--- src/rtl/mips_muldiv_pkg.sv ---
// Shared funct codes and FSM state type for the MIPS multiply/divide unit.
package mips_muldiv_pkg;

   localparam logic [5:0] FN_MFHI  = 6'd16;
   localparam logic [5:0] FN_MTHI  = 6'd17;
   localparam logic [5:0] FN_MFLO  = 6'd18;
   localparam logic [5:0] FN_MTLO  = 6'd19;
   localparam logic [5:0] FN_MULT  = 6'd24;
   localparam logic [5:0] FN_MULTU = 6'd25;
   localparam logic [5:0] FN_DIV   = 6'd26;
   localparam logic [5:0] FN_DIVU  = 6'd27;

   typedef enum logic [1:0] {
      MDU_IDLE,
      MDU_RUN,
      MDU_FIX
   } mdu_state_e;

endpackage

--- src/rtl/mips_muldiv.sv ---
// Iterative one-bit-per-cycle multiply/divide unit that owns HI/LO.
// Multiply and divide share a single 2*WIDTH working register and counter.
module mips_muldiv #(
   parameter int unsigned WIDTH = 32
) (
   input  logic             clk,
   input  logic             rst,
   input  logic             start,
   input  logic [5:0]       funct,
   input  logic [WIDTH-1:0] a,
   input  logic [WIDTH-1:0] b,
   output logic             busy,
   output logic             done,
   output logic             div_by_zero,
   output logic [WIDTH-1:0] hi,
   output logic [WIDTH-1:0] lo
);
   import mips_muldiv_pkg::*;

   localparam int unsigned W2 = 2 * WIDTH;
   localparam int unsigned CW = $clog2(WIDTH + 1);

   mdu_state_e       state_q;
   logic [CW-1:0]    cnt_q;
   logic [W2-1:0]    work_q;
   logic [WIDTH-1:0] opnd_q;
   logic [WIDTH-1:0] a_q;
   logic             is_div_q;
   logic             neg_q;
   logic             rneg_q;
   logic             dbz_q;
   logic [WIDTH-1:0] hi_q;
   logic [WIDTH-1:0] lo_q;
   logic             done_q;
   logic             dbz_out_q;

   logic             is_mul_c;
   logic             is_div_c;
   logic             is_signed_c;
   logic [WIDTH-1:0] a_mag_c;
   logic [WIDTH-1:0] b_mag_c;
   logic [WIDTH:0]   mul_sum_c;
   logic [WIDTH:0]   div_diff_c;
   logic [W2-1:0]    work_d;
   logic [W2-1:0]    prod_fix_c;
   logic [WIDTH-1:0] quo_fix_c;
   logic [WIDTH-1:0] rem_fix_c;

   // Decode, operand magnitudes, per-cycle iteration step and sign fix-up.
   always_comb begin
      is_mul_c    = (funct == FN_MULT) || (funct == FN_MULTU);
      is_div_c    = (funct == FN_DIV)  || (funct == FN_DIVU);
      is_signed_c = (funct == FN_MULT) || (funct == FN_DIV);
      a_mag_c     = (is_signed_c && a[WIDTH-1]) ? -a : a;
      b_mag_c     = (is_signed_c && b[WIDTH-1]) ? -b : b;

      mul_sum_c  = {1'b0, work_q[W2-1:WIDTH]} + {1'b0, opnd_q};
      div_diff_c = work_q[W2-1:WIDTH-1] - {1'b0, opnd_q};

      work_d = work_q;
      if (is_div_q) begin
         // A clear top bit means the shifted remainder covered the divisor.
         if (!div_diff_c[WIDTH]) begin
            work_d = {div_diff_c[WIDTH-1:0], work_q[WIDTH-2:0], 1'b1};
         end else begin
            work_d = {work_q[W2-2:0], 1'b0};
         end
      end else if (work_q[0]) begin
         work_d = {mul_sum_c, work_q[WIDTH-1:1]};
      end else begin
         work_d = {1'b0, work_q[W2-1:1]};
      end

      prod_fix_c = neg_q  ? -work_q : work_q;
      quo_fix_c  = neg_q  ? -work_q[WIDTH-1:0]  : work_q[WIDTH-1:0];
      rem_fix_c  = rneg_q ? -work_q[W2-1:WIDTH] : work_q[W2-1:WIDTH];
   end

   // Control FSM, working register and HI/LO.
   always_ff @(posedge clk) begin
      if (rst) begin
         state_q   <= MDU_IDLE;
         cnt_q     <= '0;
         work_q    <= '0;
         opnd_q    <= '0;
         a_q       <= '0;
         is_div_q  <= 1'b0;
         neg_q     <= 1'b0;
         rneg_q    <= 1'b0;
         dbz_q     <= 1'b0;
         hi_q      <= '0;
         lo_q      <= '0;
         done_q    <= 1'b0;
         dbz_out_q <= 1'b0;
      end else begin
         done_q    <= 1'b0;
         dbz_out_q <= 1'b0;
         case (state_q)
            MDU_IDLE: begin
               if (start) begin
                  if (is_mul_c || is_div_c) begin
                     // Multiplier (or dividend) sits in the low half of work.
                     work_q   <= {{WIDTH{1'b0}}, (is_div_c ? a_mag_c : b_mag_c)};
                     opnd_q   <= is_div_c ? b_mag_c : a_mag_c;
                     a_q      <= a;
                     is_div_q <= is_div_c;
                     neg_q    <= is_signed_c && (a[WIDTH-1] ^ b[WIDTH-1]);
                     rneg_q   <= is_signed_c && a[WIDTH-1];
                     dbz_q    <= is_div_c && (b == '0);
                     cnt_q    <= CW'(WIDTH);
                     state_q  <= MDU_RUN;
                  end else if (funct == FN_MTHI) begin
                     hi_q <= a;
                  end else if (funct == FN_MTLO) begin
                     lo_q <= a;
                  end
               end
            end
            MDU_RUN: begin
               work_q <= work_d;
               cnt_q  <= cnt_q - CW'(1);
               if (cnt_q == CW'(1)) begin
                  state_q <= MDU_FIX;
               end
            end
            MDU_FIX: begin
               if (!is_div_q) begin
                  hi_q <= prod_fix_c[W2-1:WIDTH];
                  lo_q <= prod_fix_c[WIDTH-1:0];
               end else if (dbz_q) begin
                  hi_q <= a_q;
                  lo_q <= '1;
               end else begin
                  hi_q <= rem_fix_c;
                  lo_q <= quo_fix_c;
               end
               done_q    <= 1'b1;
               dbz_out_q <= is_div_q && dbz_q;
               state_q   <= MDU_IDLE;
            end
            default: state_q <= MDU_IDLE;
         endcase
      end
   end

   assign busy        = (state_q != MDU_IDLE);
   assign done        = done_q;
   assign div_by_zero = dbz_out_q;
   assign hi          = hi_q;
   assign lo          = lo_q;

endmodule

--- config.mk ---
export PLATFORM = sky130hd
export DESIGN_NAME = mips_muldiv
export DESIGN_NICKNAME = d
export VERILOG_FILES = /design/src/rtl/mips_muldiv_pkg.sv /design/src/rtl/mips_muldiv.sv
export SDC_FILE = /design/constraint.sdc
export NUM_CORES = 1
export LEC_CHECK = 0
export CORE_MARGIN = 8
export CORE_UTILIZATION = 49
export DETAILED_ROUTE_END_ITERATION = 8
export HOLD_SLACK_MARGIN = 0.1
export PLACE_DENSITY_LB_ADDON = 0.2
export SYNTH_ARGS = -nofsm -noshare
export SYNTH_HDL_FRONTEND = slang
export SYNTH_SLANG_ARGS = --single-unit
--- constraint.sdc ---
create_clock -name clk -period 7.56 [get_ports clk]
set_clock_uncertainty 0.05 [all_clocks]
set_input_delay 1.134 -clock clk [delete_from_list [all_inputs] [get_ports clk]]
set_output_delay 1.134 -clock clk [all_outputs]
set_load 0.02 [all_outputs]
Word level (Yosys, flattened, before mapping)
Index checks and enable logic that the tools add are counted.
W data, S select, Z words.
{"block": "totals", "ff_bits": 206, "in_bits": 73, "elab_cells": 93}
{"block": "classes", "addsub": 8, "n_eq_ne": 16, "mux": 34, "n_bitwise": 2, "n_reduce_logical": 20}
{"operator": "$mux W32", "count": 17}
{"operator": "$mux W64", "count": 6}
{"operator": "$neg A32 Y32", "count": 4}
{"operator": "$pmux W32 S2", "count": 2}
{"operator": "$pmux W64 S2", "count": 1}
{"operator": "$neg A64 Y64", "count": 1}
{"operator": "$eq A6 B5 Y1 const B", "count": 6}
{"operator": "$add A32 B32 Y33", "count": 1}
{"operator": "$sub A33 B32 Y33", "count": 1}
{"operator": "$logic_not A32 Y1", "count": 1}
{"operator": "$ne A2 B2 Y1 const B", "count": 7}
{"operator": "$mux W6", "count": 2}
{"operator": "$pmux W6 S2", "count": 1}
{"operator": "$reduce_and A3 Y1", "count": 3}
{"operator": "$eq A6 B1 Y1 const B", "count": 1}
{"operator": "$mux W2", "count": 3}
{"operator": "$reduce_bool A2 Y1", "count": 3}
{"operator": "$sub A6 B1 Y6 const B", "count": 1}
{"operator": "$logic_and A1 B1 Y1", "count": 5}
{"operator": "$reduce_and A5 Y1", "count": 1}
{"operator": "$logic_or A1 B1 Y1", "count": 4}
{"operator": "$pmux W2 S2", "count": 1}
{"operator": "$reduce_and A4 Y1", "count": 1}
{"operator": "$eq A2 B1 Y1 const B", "count": 1}
{"operator": "other kinds (6)", "count": 6}

Longest topological paths before layout
{"block": "depth", "depth_word": 8, "depth_mapped": 15}

Worst setup path after synthesis
OpenSTA, ideal clock, no wires.
{"block": "synth_timing", "path_kind": "input -> register", "start": "in b[0]", "end": "reg work_q[30]", "setup_ns": 0.132, "t_arrival_ns": 3.516, "path_slack_ns": 3.861, "cell_stages": 12, "path_buffers": 0, "path_cell_list": "inv_1 -> ha_1 -> or4b_2 -> nor3_1 -> and2_0 -> and3_1 -> nand2_1 -> o31ai_1 -> xor2_1 -> mux2i_1 -> o211ai_1 -> a21oi_1"}
{"block": "synth_between", "elab_chain_cells": 6}
{"element": "start, declared", "line_no": "mips_muldiv.sv:11", "text": "input logic [WIDTH-1:0] b,"}
{"element": "$neg A32 Y32", "line_no": "mips_muldiv.sv:55", "text": "b_mag_c = (is_signed_c && b[WIDTH-1]) ? -b : b;"}
{"element": "$mux W32", "line_no": "mips_muldiv.sv:55"}
{"element": "$mux W32", "line_no": "mips_muldiv.sv:103", "text": "work_q <= {{WIDTH{1'b0}}, (is_div_c ? a_mag_c : b_mag_c)};"}
{"element": "$mux W64", "line_no": "mips_muldiv.sv:101", "text": "if (is_mul_c || is_div_c) begin"}
{"element": "$mux W64", "line_no": "mips_muldiv.sv:100", "text": "if (start) begin"}
{"element": "$pmux W64 S2", "line_no": "mips_muldiv.sv:98", "text": "case (state_q)"}
{"element": "end signal, assigned", "line_no": "mips_muldiv.sv:103"}
{"element": "end signal, assigned", "line_no": "mips_muldiv.sv:120", "text": "work_q <= work_d;"}
{"element": "end, declared", "line_no": "mips_muldiv.sv:25", "text": "logic [W2-1:0] work_q;"}
Every way passes these cells. The select of a mux whose other input is x is not followed.
A chain may end at the register's enable or synchronous reset.

Final worst setup path
{"block": "layout_timing", "start": "in funct[4]", "end": "reg opnd_q[31]"}
{"block": "layout_between", "elab_chain_cells": 5, "word_cells_on_any_way": 14, "classes_between": "eq/ne (4); mux (3); reduce/logical (7)"}
{"element": "start, declared", "line_no": "mips_muldiv.sv:9", "text": "input logic [5:0] funct,"}
{"element": "$eq A6 B5 Y1, on equally long branches", "line_no": "mips_muldiv.sv:51, mips_muldiv.sv:53, mips_muldiv.sv:52"}
{"element": "$logic_or A1 B1 Y1", "line_no": "mips_muldiv.sv:53", "text": "is_signed_c = (funct == FN_MULT) || (funct == FN_DIV);"}
{"element": "$logic_and A1 B1 Y1, on equally long branches", "line_no": "mips_muldiv.sv:54, mips_muldiv.sv:55"}
{"element": "$mux W32, on equally long branches", "line_no": "mips_muldiv.sv:54, mips_muldiv.sv:55"}
{"element": "$mux W32", "line_no": "mips_muldiv.sv:104", "text": "opnd_q <= is_div_c ? b_mag_c : a_mag_c;"}
{"element": "end signal, assigned", "line_no": "mips_muldiv.sv:104"}
{"element": "end, declared", "line_no": "mips_muldiv.sv:26", "text": "logic [WIDTH-1:0] opnd_q;"}
Parallel ways exist; a longest one is shown, timed or not.

==> key figures <==
Worst setup path
  • CP required: 7.98 ns
  • Critical-path cell list: clkdlybuf4s50_1 -> nor4bb_1 -> a21oi_1 -> nor2_4 -> buf_4 -> nand2_2 -> buf_4 -> nor2_1 -> buf_4 -> a22oi_1 -> a21oi_1
  • R2R depth: 10
  • Crit-path max cell delay: 0.80 ns
  • CP arrival: 4.79 ns
  • R2R Setup Slk: 3.44 ns
  • R2r startpoint: work_q[5]
  • Cell family with the largest share of critical-path delay: buffers and inverters
  • Worst path bufs/invs: 4
  • Setup CP Type: input pin to register
  • CP max stage cell: nor2_1
  • Crit Path Max Fanout: 69
  • Reg-to-Reg End: hi[25]
  • CP dominant cell by count: buf_4
  • CP Capture Type: register
  • Startpoint types: input pin

Yosys
  • Area contributors post-synth: dfxtp_1, mux2i_1, a21oi_1
  • Yosys warns: 0
  • Top-area cell type share of the netlist area: 24.6%
  • Post-synth EDFFs: 0
  • Main synth FF type: dfxtp_1
  • Gate Count Post-Synth: 2244
  • Register area share after synthesis: 24.6%
  • Synth cell types: 79
  • Most instantiated cells after synthesis: a21oi_1, nand2_1, nor2_1
  • Most common cell in the netlist: a21oi_1
  • Syn_area_per_cell: 7.47 um^2
  • Synth Net Count: 2389
  • Asr flop ratio synth: 0%
  • Cell taking the most area after synthesis: dfxtp_1
  • Syn Std Cell Area: 16800 um^2
  • Number of synthesized register bits: 206

Clock tree
  • CTS tree: done
  • Post-CTS Setup Bufs: 0
  • Max clock buf depth: 3
  • CTS Buf Count: 26
  • Htree depth: 1
  • Clk sinks: 206
  • Reg clk slew, reported paths: 0.06 ns
  • Cts-stage hold buffer count: 0
  • Root Driver: clkbuf_16
  • Post_cts resized: 0
  • Worst-Skew Late Latency: 0.56 ns

Place
  • # port buffers: 139
  • Routability cong.: 0.991
  • Post-DP HPWL: 46400 um
  • Cell count after placement: 2665

Detailed routing
  • Drt wl/cell: 23.5 um
  • Drt total wl: 63600 um
  • DRT Pass-1 Iters: 5
  • Final ANT Viol Nets: 0
  • DRT iter0 DRCs: 1812
  • Vias: 17273
  • DR DRC count: 0
  • Via density: 6.37

Status
  • Status: completed

Timing
  • Worst slew margin: 18.5%
  • Slew Limit Fails: 0
  • Final min period: 4.36 ns
  • Final Cycle Share: 57.7%
  • Fmax: 229 MHz
  • Worst slew pin tran: 1.22 ns
  • RSZ-0062 raised after global routing: false
  • Final setup fails: 0
  • Fin. Hold Viols: 0
  • Setup TNS: 0 ns

Power and ir drop
  • Leak: 0.00741 uW
  • Power Dens Cells: 160 nW/um^2
  • Internal: 2130 uW
  • Sequential power share: 37.6%
  • Switching Share: 30.3%
  • P_sw: 925 uW
  • Peak VDD IR: 0.000190 V
  • Clock power frac: 43.1%
  • Combinational Power Share: 19.3%

Min path
  • Hold path start: a_q[16]
  • Worst Hold Path EP: a_q[16]
  • Hold Path Cell Cnt: 2
  • Worst Hold Class: register to register

Global routing
  • Vias in the first global route: 16347
  • Gr usage total: 29.9%
  • Initial antenna violation count: 0
  • Global-route wire length before repair: 97400 um
  • Total gr overflow: 0
  • Largest net degree at the start of global routing: 91

Cells and area
  • # diodes: 0
  • # nets final: 2390
  • Sequential cell area: 4130 um^2
  • Multi-input gate area: 11700 um^2
  • Layout fillers: 3161
  • Area delta synth->final: 13.8%
  • Final Non-Filler Cells: 2712
  • Share of cells above drive strength 1: 4.46%

Die
  • Initial Util: 49.9%
  • Die area: 40400 um^2
  • Die Span Y: 201 um
  • Io pins: 140
  • Die Width: 201 um
  • # rows: 67
  • Core area: 33600 um^2

Job
  • MaxCap Viol Count: 0
[cells by family after synthesis]
family,share of synthesized area [%]
compound gates,26.4
simple gates,18.6
buf+inv,5.71
xor+xnor,11.0
flops,24.6
mux,8.21
fa+ha+maj,5.47
[worst min-delay path, stage by stage (launching register included)]
cell     delay [ns]
dfxtp_1        0.30
nand2_1        0.05
a21oi_1        0.05
[power groups by stage]
stage               Sequential [uW]  Clock (uW)  Combinational, uW
global route                   1150        1370                635
finish                         1150        1320                589
global placement               1170           0                569
detailed placement             1170           0                572
floorplan                      1150           0                383
CTS                            1140        1330                577
[layout by cell type, fill, tap and decap left out, types with 8 or more instances in the layout]
cell type	instances
clkdlybuf4s50_1	138
o22ai_1	13
and3_1	16
nand2b_1	23
mux2i_1	128
and2_1	8
o211ai_1	43
nor4_1	16
o21bai_1	8
or4_1	17
ha_1	70
a221o_1	11
buf_4	22
or3_1	19
a211oi_1	42
nor2_1	222
inv_1	59
clkbuf_16	26
o31ai_1	24
xor2_1	110
a221oi_1	40
nand3_1	30
o21ai_0	136
nand2_1	228
a21o_1	40
a21oi_1	241
xnor2_1	101
dfxtp_1	204
nor2b_1	15
a31oi_1	15
nor3_1	33
[through the flow]
stage	util, %	power [uW]	setup WS [ns]	hold slack [ns]	area [um^2]
finish	56.7	3050	3.20	0.403	19100
global route	56.7	3150	2.85	0.423	19100
CTS	56.7	3050	3.24	0.400	19100
detailed placement	54.1	1740	2.67	0.395	18200
global placement	54.1	1740	2.80	0.388	18200
floorplan	-	1530	3.86	0.381	16800
[worst max path at each step]
stage          startpoint    endpoint  slack [ns]  cells past startpoint
3_5_place_dp     funct[4]  opnd_q[31]        2.67                     11
4_1_cts          funct[4]  opnd_q[31]        3.24                     11
2_1_floorplan        b[0]  work_q[30]        3.86                     12
6_report         funct[4]  opnd_q[31]        3.20                     11
3_3_place_gp     funct[4]  opnd_q[31]        2.80                     11
5_1_grt          funct[4]  opnd_q[31]        2.85                     11
[sequential cells by signal (all words and copies together) (netlist names)]
signal / cells
lo: 32
a_q: 32
neg_q: 1
hi: 32
state_q: 2
div_by_zero: 1
opnd_q: 32
is_div_q: 1
rneg_q: 1
done: 1
work_q: 64
cnt_q: 6
dbz_q: 1
[area by class of cell]
| type | instances | area share, % |
|---|---|---|
| repair buffers | 161 | 8.17 |
| clock buffers | 38 | 4.01 |
| clock inverters | 9 | 0.708 |
| inverters | 59 | 1.16 |
| well taps | 448 | 2.94 |
| flip-flops and latches | 206 | 21.6 |
| multi-input cells | 1791 | 61.4 |
[routing by layer]
layer,routed length [um],track usage [%]
met2,26800,45.4
met1,26800,39.9
met3,5930,5.23
met4,3990,16.1
met5,0,0
Note: power is estimated with default switching activity, not from simulation.
